==> config.mk <==
export PLATFORM = sky130hd
export DESIGN_NAME = iomem_gpio_flat
export DESIGN_NICKNAME = d
export VERILOG_FILES = /design/src/rtl/gpio_pkg.sv /design/src/rtl/iomem_gpio_if.sv /design/src/rtl/gpio_sync_edge.sv /design/src/rtl/iomem_gpio.sv /design/src/flat_wrapper.sv
export SDC_FILE = /design/constraint.sdc
export NUM_CORES = 1
export LEC_CHECK = 0
export BUFFER_PORTS_ARGS = -buffer_cell sky130_fd_sc_hd__buf_2
export CAP_MARGIN = 30
export CORE_UTILIZATION = 46
export DETAILED_ROUTE_END_ITERATION = 6
export GPL_TIMING_DRIVEN = 0
export PLACE_DENSITY = 0.75
export RECOVER_POWER = 50
export REMOVE_ABC_BUFFERS = 1
export SYNTH_ARGS = -nofsm -noshare
export SYNTH_HDL_FRONTEND = slang
export SYNTH_SLANG_ARGS = --single-unit
==> constraint.sdc <==
create_clock -name clk -period 1.62 [get_ports clk]
set_clock_uncertainty 0.1 [all_clocks]
set_input_delay 0.324 -clock clk [delete_from_list [all_inputs] [get_ports clk]]
set_output_delay 0.324 -clock clk [all_outputs]
set_load 0.01 [all_outputs]
==> src/rtl/gpio_pkg.sv <==
// Shared definitions for the iomem GPIO block: register indices and a
// byte-strobe expansion helper.
package gpio_pkg;

  typedef enum logic [2:0] {
    RegOut     = 3'd0,
    RegOe      = 3'd1,
    RegIn      = 3'd2,
    RegSet     = 3'd3,
    RegClr     = 3'd4,
    RegIrqEn   = 3'd5,
    RegIrqStat = 3'd6,
    RegIrqEdge = 3'd7
  } gpio_reg_e;

  // Expand the four byte strobes into a 32-bit bit mask.
  function automatic logic [31:0] strb_mask(input logic [3:0] strb);
    logic [31:0] m;
    for (int b = 0; b < 4; b++) begin
      m[8*b +: 8] = {8{strb[b]}};
    end
    return m;
  endfunction

endpackage

==> src/rtl/iomem_gpio_if.sv <==
// PicoRV32-style iomem bus bundle; the CPU side is master, peripherals are slave.
interface iomem_gpio_if;

  logic        iomem_valid;
  logic        iomem_ready;
  logic [3:0]  iomem_wstrb;
  logic [31:0] iomem_addr;
  logic [31:0] iomem_wdata;
  logic [31:0] iomem_rdata;

  modport master (
    output iomem_valid,
    output iomem_wstrb,
    output iomem_addr,
    output iomem_wdata,
    input  iomem_ready,
    input  iomem_rdata
  );

  modport slave (
    input  iomem_valid,
    input  iomem_wstrb,
    input  iomem_addr,
    input  iomem_wdata,
    output iomem_ready,
    output iomem_rdata
  );

endinterface

==> src/rtl/gpio_sync_edge.sv <==
// Pin input synchroniser with per-bit edge detection; edges are held off until
// the synchroniser has flushed after reset so pins already high are not seen.
module gpio_sync_edge #(
  parameter int unsigned WIDTH       = 11,
  parameter int unsigned SYNC_STAGES = 2
) (
  input  logic             clk,
  input  logic             resetn,
  input  logic [WIDTH-1:0] gpio_in,
  input  logic [WIDTH-1:0] edge_rise,
  output logic [WIDTH-1:0] sync_val,
  output logic [WIDTH-1:0] edge_pulse
);

  localparam logic [2:0] ArmCount = 3'(SYNC_STAGES + 1);

  logic [WIDTH-1:0] sync_q [SYNC_STAGES];
  logic [WIDTH-1:0] sync_d [SYNC_STAGES];
  logic [WIDTH-1:0] prev_q, prev_d;
  logic [2:0]       arm_q, arm_d;
  logic             armed;
  logic [WIDTH-1:0] rise_ev, fall_ev;

  always_comb begin
    sync_d[0] = gpio_in;
    for (int i = 1; i < SYNC_STAGES; i++) begin
      sync_d[i] = sync_q[i-1];
    end
  end

  assign sync_val = sync_q[SYNC_STAGES-1];
  assign prev_d   = sync_val;

  // Counts cycles since reset release; saturates once the chain holds real data.
  assign armed = (arm_q == ArmCount);
  assign arm_d = armed ? arm_q : arm_q + 3'd1;

  always_comb begin
    rise_ev    = sync_val & ~prev_q & edge_rise;
    fall_ev    = ~sync_val & prev_q & ~edge_rise;
    edge_pulse = armed ? (rise_ev | fall_ev) : '0;
  end

  always_ff @(posedge clk) begin
    if (!resetn) begin
      for (int i = 0; i < SYNC_STAGES; i++) begin
        sync_q[i] <= '0;
      end
      prev_q <= '0;
      arm_q  <= '0;
    end else begin
      for (int i = 0; i < SYNC_STAGES; i++) begin
        sync_q[i] <= sync_d[i];
      end
      prev_q <= prev_d;
      arm_q  <= arm_d;
    end
  end

endmodule

==> src/rtl/iomem_gpio.sv <==
// Memory-mapped GPIO peripheral on the iomem bus: output/enable registers,
// atomic set/clear, synchronised inputs and edge interrupts.
module iomem_gpio
  import gpio_pkg::*;
#(
  parameter int unsigned WIDTH       = 11,
  parameter logic [7:0]  BASE_SEL    = 8'h03,
  parameter int unsigned SYNC_STAGES = 2
) (
  input  logic             clk,
  input  logic             resetn,
  iomem_gpio_if.slave      bus,
  output logic [WIDTH-1:0] gpio_out,
  output logic [WIDTH-1:0] gpio_oe,
  input  logic [WIDTH-1:0] gpio_in,
  output logic             irq
);

  logic             ready_q, ready_d;
  logic [31:0]      rdata_q, rdata_d;
  logic [WIDTH-1:0] out_q, out_d;
  logic [WIDTH-1:0] oe_q, oe_d;
  logic [WIDTH-1:0] en_q, en_d;
  logic [WIDTH-1:0] stat_q, stat_d;
  logic [WIDTH-1:0] edge_q, edge_d;
  logic             irq_q, irq_d;

  logic             sel, wr;
  gpio_reg_e        idx;
  logic [31:0]      lane_m;
  logic [WIDTH-1:0] wmask, wbits, w1c;
  logic [WIDTH-1:0] sync_val, edge_pulse;
  logic             unused_bits;

  gpio_sync_edge #(
    .WIDTH       (WIDTH),
    .SYNC_STAGES (SYNC_STAGES)
  ) u_sync_edge (
    .clk        (clk),
    .resetn     (resetn),
    .gpio_in    (gpio_in),
    .edge_rise  (edge_q),
    .sync_val   (sync_val),
    .edge_pulse (edge_pulse)
  );

  // Blocking on ready_q keeps a held valid from being accepted twice.
  assign sel    = bus.iomem_valid && !ready_q && (bus.iomem_addr[31:24] == BASE_SEL);
  assign wr     = sel && (|bus.iomem_wstrb);
  assign idx    = gpio_reg_e'(bus.iomem_addr[4:2]);
  assign lane_m = strb_mask(bus.iomem_wstrb);
  assign wmask  = lane_m[WIDTH-1:0];
  assign wbits  = bus.iomem_wdata[WIDTH-1:0] & wmask;

  assign unused_bits = ^{bus.iomem_addr[23:5], bus.iomem_addr[1:0], bus.iomem_wdata, lane_m};

  always_comb begin
    out_d   = out_q;
    oe_d    = oe_q;
    en_d    = en_q;
    edge_d  = edge_q;
    w1c     = '0;
    rdata_d = '0;
    ready_d = sel;

    if (sel) begin
      unique case (idx)
        RegOut:     rdata_d = 32'(out_q);
        RegOe:      rdata_d = 32'(oe_q);
        RegIn:      rdata_d = 32'(sync_val);
        RegIrqEn:   rdata_d = 32'(en_q);
        RegIrqStat: rdata_d = 32'(stat_q);
        RegIrqEdge: rdata_d = 32'(edge_q);
        default:    rdata_d = '0;
      endcase
    end

    if (wr) begin
      unique case (idx)
        RegOut:     out_d  = (out_q & ~wmask) | wbits;
        RegOe:      oe_d   = (oe_q & ~wmask) | wbits;
        RegSet:     out_d  = out_q | wbits;
        RegClr:     out_d  = out_q & ~wbits;
        RegIrqEn:   en_d   = (en_q & ~wmask) | wbits;
        RegIrqStat: w1c    = wbits;
        RegIrqEdge: edge_d = (edge_q & ~wmask) | wbits;
        default:    ;
      endcase
    end

    // A fresh edge in the same cycle as a clear keeps the bit set.
    stat_d = (stat_q & ~w1c) | edge_pulse;
    irq_d  = |(stat_q & en_q);
  end

  always_ff @(posedge clk) begin
    if (!resetn) begin
      ready_q <= 1'b0;
      rdata_q <= '0;
      out_q   <= '0;
      oe_q    <= '0;
      en_q    <= '0;
      stat_q  <= '0;
      edge_q  <= '0;
      irq_q   <= 1'b0;
    end else begin
      ready_q <= ready_d;
      rdata_q <= rdata_d;
      out_q   <= out_d;
      oe_q    <= oe_d;
      en_q    <= en_d;
      stat_q  <= stat_d;
      edge_q  <= edge_d;
      irq_q   <= irq_d;
    end
  end

  assign bus.iomem_ready = ready_q;
  assign bus.iomem_rdata = rdata_q;
  assign gpio_out        = out_q;
  assign gpio_oe         = oe_q;
  assign irq             = irq_q;

endmodule

==> src/flat_wrapper.sv <==
// flat-port wrapper written by rule: the top's interface ports become plain ports
module iomem_gpio_flat import gpio_pkg::*;
#(
  parameter int unsigned WIDTH       = 11,
  parameter logic [7:0]  BASE_SEL    = 8'h03,
  parameter int unsigned SYNC_STAGES = 2
)
  (clk, resetn, gpio_out, gpio_oe, gpio_in, irq, bus_iomem_valid, bus_iomem_wstrb, bus_iomem_addr, bus_iomem_wdata, bus_iomem_ready, bus_iomem_rdata);
  iomem_gpio_if bus_i ();
  input  logic clk;
  input  logic resetn;
  output logic [WIDTH-1:0] gpio_out;
  output logic [WIDTH-1:0] gpio_oe;
  input  logic [WIDTH-1:0] gpio_in;
  output logic irq;
  input wire logic [$bits(bus_i.iomem_valid)-1:0] bus_iomem_valid;
  input wire logic [$bits(bus_i.iomem_wstrb)-1:0] bus_iomem_wstrb;
  input wire logic [$bits(bus_i.iomem_addr)-1:0] bus_iomem_addr;
  input wire logic [$bits(bus_i.iomem_wdata)-1:0] bus_iomem_wdata;
  output wire logic [$bits(bus_i.iomem_ready)-1:0] bus_iomem_ready;
  output wire logic [$bits(bus_i.iomem_rdata)-1:0] bus_iomem_rdata;
  assign bus_i.iomem_valid = bus_iomem_valid;
  assign bus_i.iomem_wstrb = bus_iomem_wstrb;
  assign bus_i.iomem_addr = bus_iomem_addr;
  assign bus_i.iomem_wdata = bus_iomem_wdata;
  assign bus_iomem_ready = bus_i.iomem_ready;
  assign bus_iomem_rdata = bus_i.iomem_rdata;
  iomem_gpio #(.WIDTH(WIDTH), .BASE_SEL(BASE_SEL), .SYNC_STAGES(SYNC_STAGES)) u_core (.clk(clk), .resetn(resetn), .bus(bus_i), .gpio_out(gpio_out), .gpio_oe(gpio_oe), .gpio_in(gpio_in), .irq(irq));
endmodule
==> summary.md, run 1 <==
| Metric | Value |
|---|---|
| Total placed cells including tap cells | `a little under 700` |
| CP dominant cell by count | `buf_12` |
| Ys async rst share | `0` |
| Number of synthesized register bits | `between 100 and 150` |
| Final slew viol count | `0` |
| Starting DRT DRC Count | `~250` |
| H-tree depth | `3` |
| DRT Pass-1 Iters | `5` |
| Period minus WS final | `1.69 ns` |
| Final Cell Area | `5390 sq um` |
| Buffers on Ports | `between 70 and 80` |
| GR Util All Layers | `0.241` |
| Leak Pwr | `~2.1 nW` |
| Full die area | `between 10,000 and 15,000 sq um` |
| Clock share of power | `0.348` |
| Clock Latency Late Sink | `~0.37 ns` |
| Via Count | `3,985` |
| Syn Std Cell Area | `4590 sq um` |
| Clock Path Buffers | `2` |
| Maxcap violations | `0` |
| Worst R2R Path Depth | `6` |
| Worst-path cell chain | `and4b_2, buf_12, nand4_4, nor2_4, buf_12, mux2i_1` |
| Register area | `approximately 2100 sq um` |
| Netlist cell types | `50` |
| Syn-to-layout area delta | `17.4%` |
| WL final | `between 10,000 and 15,000 microns` |
| Measured slew at the worst slew-check pin | `0.527 ns` |
| Post-route ant nets | `0` |
| Slowest stage cell, crit path | `and4b_2` |
| Power Dens Cells | `869 nW/um^2` |
| Die width | `102 microns` |
| Crit path DAT | `~1.9 ns` |
| Total Power | `roughly 4.7 mW` |
| Vias in the first global route | `between 3,000 and 4,000` |
| Layout Nets | `around 660` |
| Clock sinks | `104` |
| Critical Path Source | `u_core.bus.iomem_ready` |
| Sequential power share | `0.562` |
| Wire length on met3 | `a little under 900 microns` |
| Top-level port count | `about 140` |
| Worst-path clk slew | `about 0.10 ns` |
| Seq/Total Area, Yosys | `0.453` |
| Post-CTS Hold Buffers | `0` |
| Switching Fraction | `0.253` |
| Gpl congestion | `approximately 0.84` |
| Antenna diodes | `0` |
| Worst hold slack | `approximately 0.051 ns` |
| Commonest non-fill, non-tap cell in the layout | `dfxtp_1` |
| CTS root buffer | `clkbuf_8` |
| Met2 WL | `about 6000 microns` |
| Final HPWL DP | `approximately 8100 microns` |
| Setup TNS | `-1.08 ns` |
| Largest net degree at the start of global routing | `55` |
| Fin crit share | `1.05` |
| First-pass GRT wire length | `around 19,000 microns` |
| CP startpoint kind | `register` |
| DP Area | `about 5000 sq um` |
| Drt wl/cell | `17.2 microns` |
| Initial Utilization | `0.472` |
| Layout cells sized above 1 | `0.218` |
| Core area | `approximately 9700 sq um` |
| Global route overflow | `0` |
| Psw | `around 1.2 mW` |
| Peak Freq | `around 600 MHz` |
| Status | `finished, violations left` |
| Reg-to-reg slack, setup | `-0.07 ns` |
| Failing checks | `negative setup slack` |
| Site Rows | `36` |
| # DRC | `0` |
| Required time of the critical path | `between 1.5 and 2 ns` |
| Non-Filler Instances | `between 700 and 800` |
| CTS tree | `done` |
| Yosys Warn Count | `0` |
| Final hold vios | `0` |
| Cell internal pwr | `3.50 mW` |
| Via/cell ratio | `around 5.6` |
| Main synth FF type | `dfxtp_1` |
| Fin worst setup slack | `-0.0738 ns` |
| Cells after Synth | `497` |
| Comb pwr share | `0.090` |
| DR top layer | `met4` |
| Worst vdd rail ir drop | `355 uV` |
| Critical path type | `reg -> reg` |
| Most frequent cells in the layout | `104 x dfxtp_1, 70 x nand2_1, 58 x buf_2` |
| RSZ-0062 raised after global routing | `yes` |
| Crit-path max cell delay | `between 0.3 and 0.4 ns` |
| FILL cells | `880` |
| # setup viols final | `24` |
| Max FO, Critical Path | `5` |
| Post-Route M1 WL | `5120 microns` |
| Critical path endpoint category | `register` |
| Die height | `102 microns` |
| Multi-input logic area | `about 2300 sq um` |
| CTS Buf Count | `9` |
| Syn avg cell area | `between 9 and 10 sq um` |
| Number of synthesized flops with an enable pin | `0` |
| RR Startpoint | `u_core.bus.iomem_ready` |
| Initial antenna violation count | `0` |
| Relative slew margins | `0.648` |
| Worst hold path class | `in -> reg` |
[area by class of cell]
class                      count  share of cell area
clock buffer                  10              0.0255
clock inverter                 6              0.0109
inverter                      13             0.00998
multi-input combinational    355               0.431
sequential                   104               0.386
tap                          133              0.0309
timing repair buffer          89               0.105
[worst max-delay path: cells and delay by family, from the launching register on]
family,cells,cell delay (ns)
AND/OR/NAND/NOR,3,0.74
flip-flops,1,0.32
buffers and inverters,2,0.27
multiplexers,1,0.19
[cell families (layout without fill, tap and decap cells)]
logic type	Yosys count	in the layout	synth area share
compound gates	113	113	0.168
xor+xnor	1	1	0.00191
fa+ha+maj	2	2	0.00545
buf+inv	58	118	0.0670
flops	104	104	0.453
mux	46	46	0.102
other cells	1	21	0.000817
simple gates	172	172	0.202
[power by group through the flow]
stage | Clock, mW | Sequential (mW) | Combinational [mW]
after floorplan | 0 | 2.69 | 0.200
after global placement | 0 | 2.69 | 0.371
after detailed placement | 0 | 2.69 | 0.392
after CTS | 1.65 | 2.63 | 0.414
after global routing | 1.76 | 2.64 | 0.465
final | 1.63 | 2.63 | 0.422
[timing repair]
| action | CTS | global route |
|---|---|---|
| endpoints found under the setup margin | 65 | 47 |
| buffers inserted | 13 | 0 |
| gates resized for setup | 13 | 7 |
| pin swaps | 7 | 3 |
[how the worst min path moves through the flow]
stage / startpoint / endpoint / slack (ns) / depth (start not counted)
after CTS: gpio_in[8] / u_core.u_sync_edge.sync_q[0][8] / 0.04 / 2
after global placement: u_core.u_sync_edge.sync_q[0][6] / u_core.u_sync_edge.sync_q[0][17] / 0.31 / 1
after detailed placement: u_core.u_sync_edge.sync_q[0][2] / u_core.u_sync_edge.sync_q[0][13] / 0.32 / 1
after global routing: gpio_in[10] / u_core.u_sync_edge.sync_q[0][10] / 0.04 / 2
final: gpio_in[9] / u_core.u_sync_edge.sync_q[0][9] / 0.05 / 2
after floorplan: u_core.u_sync_edge.sync_q[0][0] / u_core.u_sync_edge.sync_q[0][11] / 0.31 / 1
[metrics by stage]
stage | util | worst slack, ns
after floorplan | - | -0.161
after global routing | 0.554 | -0.135
final | 0.554 | -0.0738
after detailed placement | 0.511 | -0.996
after global placement | 0.508 | -1.65
after CTS | 0.553 | -0.0515
[cell usage after synthesis, types with 2 or more instances]
cell | number | share of area
nand4_1 | 3 | 0.0041
a32o_1 | 2 | 0.0044
nand3_1 | 4 | 0.0044
buf_1 | 3 | 0.0025
mux2_2 | 6 | 0.015
a22o_1 | 10 | 0.019
mux2i_1 | 40 | 0.087
ha_1 | 2 | 0.0054
nor2_1 | 26 | 0.021
nand2_1 | 70 | 0.057
a22oi_1 | 6 | 0.0098
clkbuf_1 | 14 | 0.011
a221o_1 | 2 | 0.0044
and2_1 | 34 | 0.046
and4b_1 | 2 | 0.0044
inv_1 | 12 | 0.0098
a31oi_1 | 6 | 0.0082
buf_2 | 6 | 0.0065
buf_4 | 22 | 0.036
nor2_4 | 4 | 0.0098
and3b_1 | 2 | 0.0038
dfxtp_1 | 104 | 0.45
nand2b_1 | 2 | 0.0027
a211oi_2 | 4 | 0.011
a21oi_1 | 28 | 0.031
a32oi_1 | 2 | 0.0038
nand4_4 | 2 | 0.0093
nor3b_1 | 11 | 0.018
a221oi_1 | 12 | 0.023
nor2_2 | 3 | 0.0041
a21o_1 | 4 | 0.0065
o21ai_0 | 30 | 0.033
nor3_1 | 2 | 0.0022
[layer usage]
metal / vias up / GRT usage
met5: - / 0
met4: 0 / 0.103
met3: 33 / 0.0568
met2: 190 / 0.396
met1: 1898 / 0.304
li1: 1864 / -
(Power assumes the default switching activity.)
==> run 2, diff against run 1 <==
--- a/config.mk
+++ b/config.mk
@@ -5,12 +5,12 @@
 export SDC_FILE = /design/constraint.sdc
 export NUM_CORES = 1
 export LEC_CHECK = 0
-export BUFFER_PORTS_ARGS = -buffer_cell sky130_fd_sc_hd__buf_2
+export BUFFER_PORTS_ARGS = -buffer_cell sky130_fd_sc_hd__clkbuf_2
 export CAP_MARGIN = 30
-export CORE_UTILIZATION = 46
+export CORE_UTILIZATION = 55
 export DETAILED_ROUTE_END_ITERATION = 6
 export GPL_TIMING_DRIVEN = 0
-export PLACE_DENSITY = 0.75
+export PLACE_DENSITY = 0.84
 export RECOVER_POWER = 50
 export REMOVE_ABC_BUFFERS = 1
 export SYNTH_ARGS = -nofsm -noshare
==> constraint.sdc (replaced) <==
create_clock -name clk -period 2.2 [get_ports clk]
set_clock_uncertainty 0.1 [all_clocks]
set_input_delay 0.44 -clock clk [delete_from_list [all_inputs] [get_ports clk]]
set_output_delay 0.44 -clock clk [all_outputs]
set_load 0.01 [all_outputs]
==> run 2 against run 1 <==
The flow now finishes without violations. Combinational power is 28% lower. Power shrank 25%. First-iteration DRC count up 77%. Critical path depth shrank 1. Critical path type is now in -> reg. Largest cell class unchanged. Highest routed layer unchanged.
==> summary.md, run 2 (synthesis gave the netlist of run 1 again) <==
| Metric | Value |
|---|---|
| Status | `completed` |
| Top-level port count | `138 (unchanged)` |
| Syn-to-layout area delta | `11.9%` |
| Buffers on Ports | `74 (unchanged)` |
| Critical path endpoint category | `register` |
| Max FO, Critical Path | `35 (+30)` |
| Post-Route M1 WL | `4750 microns (-7.2%)` |
| Fin crit share | `0.968` |
| Final slew viol count | `0 (unchanged)` |
| Antenna diodes | `0 (unchanged)` |
| Peak Freq | `469 MHz` |
| Maxcap violations | `0 (unchanged)` |
| Psw | `0.840 mW (-29%)` |
| H-tree depth | `3 (unchanged)` |
| Worst vdd rail ir drop | `482 uV (+36%)` |
| Met2 WL | `5430 microns (-7.4%)` |
| Sequential power share | `0.549 (-0.013)` |
| Critical path type | `in -> reg` |
| Core area | `7890 sq um (-19%)` |
| Vias in the first global route | `3,644 (-3.1%)` |
| Period minus WS final | `between 2 and 2.5 ns` |
| DRT Pass-1 Iters | `5 (unchanged)` |
| Largest net degree at the start of global routing | `44 (-20%)` |
| Power Dens Cells | `687 nW/um^2 (-21%)` |
| Clock sinks | `104 (unchanged)` |
| Most frequent cells in the layout | `104 x dfxtp_1, 70 x nand2_1, 40 x mux2i_1` |
| Die height | `93.4 microns (-8.4%)` |
| Die width | `93.4 microns (-8.4%)` |
| Drt wl/cell | `17.5 microns (+2.0%)` |
| First-pass GRT wire length | `18,200 microns (-3.4%)` |
| Layout Nets | `646 (-1.5%)` |
| Full die area | `8720 sq um (-16%)` |
| CTS root buffer | `clkbuf_8` |
| Total Power | `3.53 mW (-25%)` |
| Worst hold path class | `in -> reg` |
| # DRC | `0 (unchanged)` |
| CTS Buf Count | `9 (unchanged)` |
| Layout cells sized above 1 | `0.148 (-0.0702)` |
| Crit path DAT | `2.29 ns (+0.40 ns)` |
| Starting DRT DRC Count | `436 (+77%)` |
| Clock share of power | `0.365 (+0.017)` |
| Global route overflow | `0 (unchanged)` |
| FILL cells | `653 (-26%)` |
| DR top layer | `met4` |
| Site Rows | `32 (-11%)` |
| Clock Path Buffers | `2 (unchanged)` |
| Post-route ant nets | `0 (unchanged)` |
| Final hold vios | `0 (unchanged)` |
| Initial Utilization | `0.582 (+0.110)` |
| Worst-path clk slew | `0.09 ns (about the same)` |
| Required time of the critical path | `2.36 ns (+0.54 ns)` |
| Gpl congestion | `0.869 (+3.2%)` |
| # setup viols final | `0 (-100%)` |
| RSZ-0062 raised after global routing | `no` |
| Measured slew at the worst slew-check pin | `0.767 ns (+0.240 ns)` |
| Wire length on met3 | `1170 microns (+31%)` |
| Switching Fraction | `0.238 (-0.0150)` |
| Relative slew margins | `0.489 (-0.160)` |
| CP startpoint kind | `input port` |
| CTS tree | `done` |
| Final HPWL DP | `7890 microns (-2.2%)` |
| Via Count | `3,975 (-0.25%)` |
| Cell internal pwr | `2.69 mW (-23%)` |
| Comb pwr share | `0.085 (-0.005)` |
| Post-CTS Hold Buffers | `0 (unchanged)` |
| Via/cell ratio | `5.94 (+5.9%)` |
| WL final | `11,700 microns (-3.9%)` |
| Clock Latency Late Sink | `0.37 ns (about the same)` |
| Initial antenna violation count | `0 (unchanged)` |
| Leak Pwr | `1.95 nW (-7.9%)` |
| GR Util All Layers | `0.271 (+0.0303)` |
| Commonest non-fill, non-tap cell in the layout | `dfxtp_1` |
| Setup TNS | `0 ns (+1.08 ns)` |
-- run 2: cell types whose count changed in the layout (fill, tap and decap cells not counted), sizes merged --
cell | before | now
clkbuf | 24 | 87
buf | 75 | 5
bufinv | 1 | 2
clkinv | 6 | 2
-- run 2: metal layers --
metal  GRT usage  vias up
li1            -     1838
met1       0.351     1879
met2       0.428      221
met3      0.0618       37
met4       0.129        0
met5           0        -
-- run 2: area by class of cell --
class | count | area (sq um) | share of cell area
Timing Repair Buffer | 79 | 383 | 0.0745
Multi-Input combinational cell | 355 | 2280 | 0.444
Clock inverter | 3 | 65.1 | 0.0127
Tap cell | 102 | 128 | 0.0248
Clock buffer | 13 | 149 | 0.0290
Sequential cell | 104 | 2080 | 0.405
Inverter | 13 | 50.0 | 0.00974
-- run 2: worst max-delay path: stages --
cell	delay (ns)
clkbuf_2	0.43
nor3_1	0.63
a21o_1	0.41
o21ai_0	0.16
a22o_1	0.20
-- run 2: power groups by stage --
stage | combinational [mW] | sequential (mW) | clock, mW
after CTS | 0.292 | 1.94 | 1.30
after global routing | 0.329 | 1.94 | 1.37
after detailed placement | 0.290 | 1.98 | 0
after floorplan | 0.147 | 1.98 | 0
after global placement | 0.273 | 1.98 | 0
final | 0.302 | 1.94 | 1.29
-- run 2: what timing repair did --
item                       4_1_cts  5_1_grt
setup buffers                    0        3
pin swaps                        0        1
cloned                           0        0
setup endpoints to repair       10        8
resized for setup                2        1
-- run 2: final timing paths --
path | start | endpoint | slack, ns | depth (start not counted)
worst max-delay path | bus_iomem_addr[3] | u_core.gpio_out[4] | 0.07 | 5
worst min-delay path | gpio_in[2] | u_core.u_sync_edge.sync_q[0][2] | 0.17 | 2
worst max register to register | u_core.bus.iomem_ready | u_core.stat_q[5] | 0.18 | 4
worst min register to register | u_core.u_sync_edge.sync_q[0][10] | u_core.u_sync_edge.sync_q[0][21] | 0.34 | 1
-- run 2: per-stage QoR --
| stage | utilization | area (sq um) | instances | hold WS (ns) | worst slack [ns] |
|---|---|---|---|---|---|
| finish | 0.652 | 5140 | 669 | 0.167 | 0.0699 |
| global route | 0.652 | 5140 | 669 | 0.165 | 0.0265 |
| CTS | 0.654 | 5150 | 666 | 0.164 | 0.0171 |
| detailed placement | 0.626 | 4940 | 650 | 0.318 | -0.694 |
| global placement | 0.622 | 4910 | 648 | 0.314 | -1.35 |
| floorplan | - | 4410 | 472 | 0.312 | 0.303 |
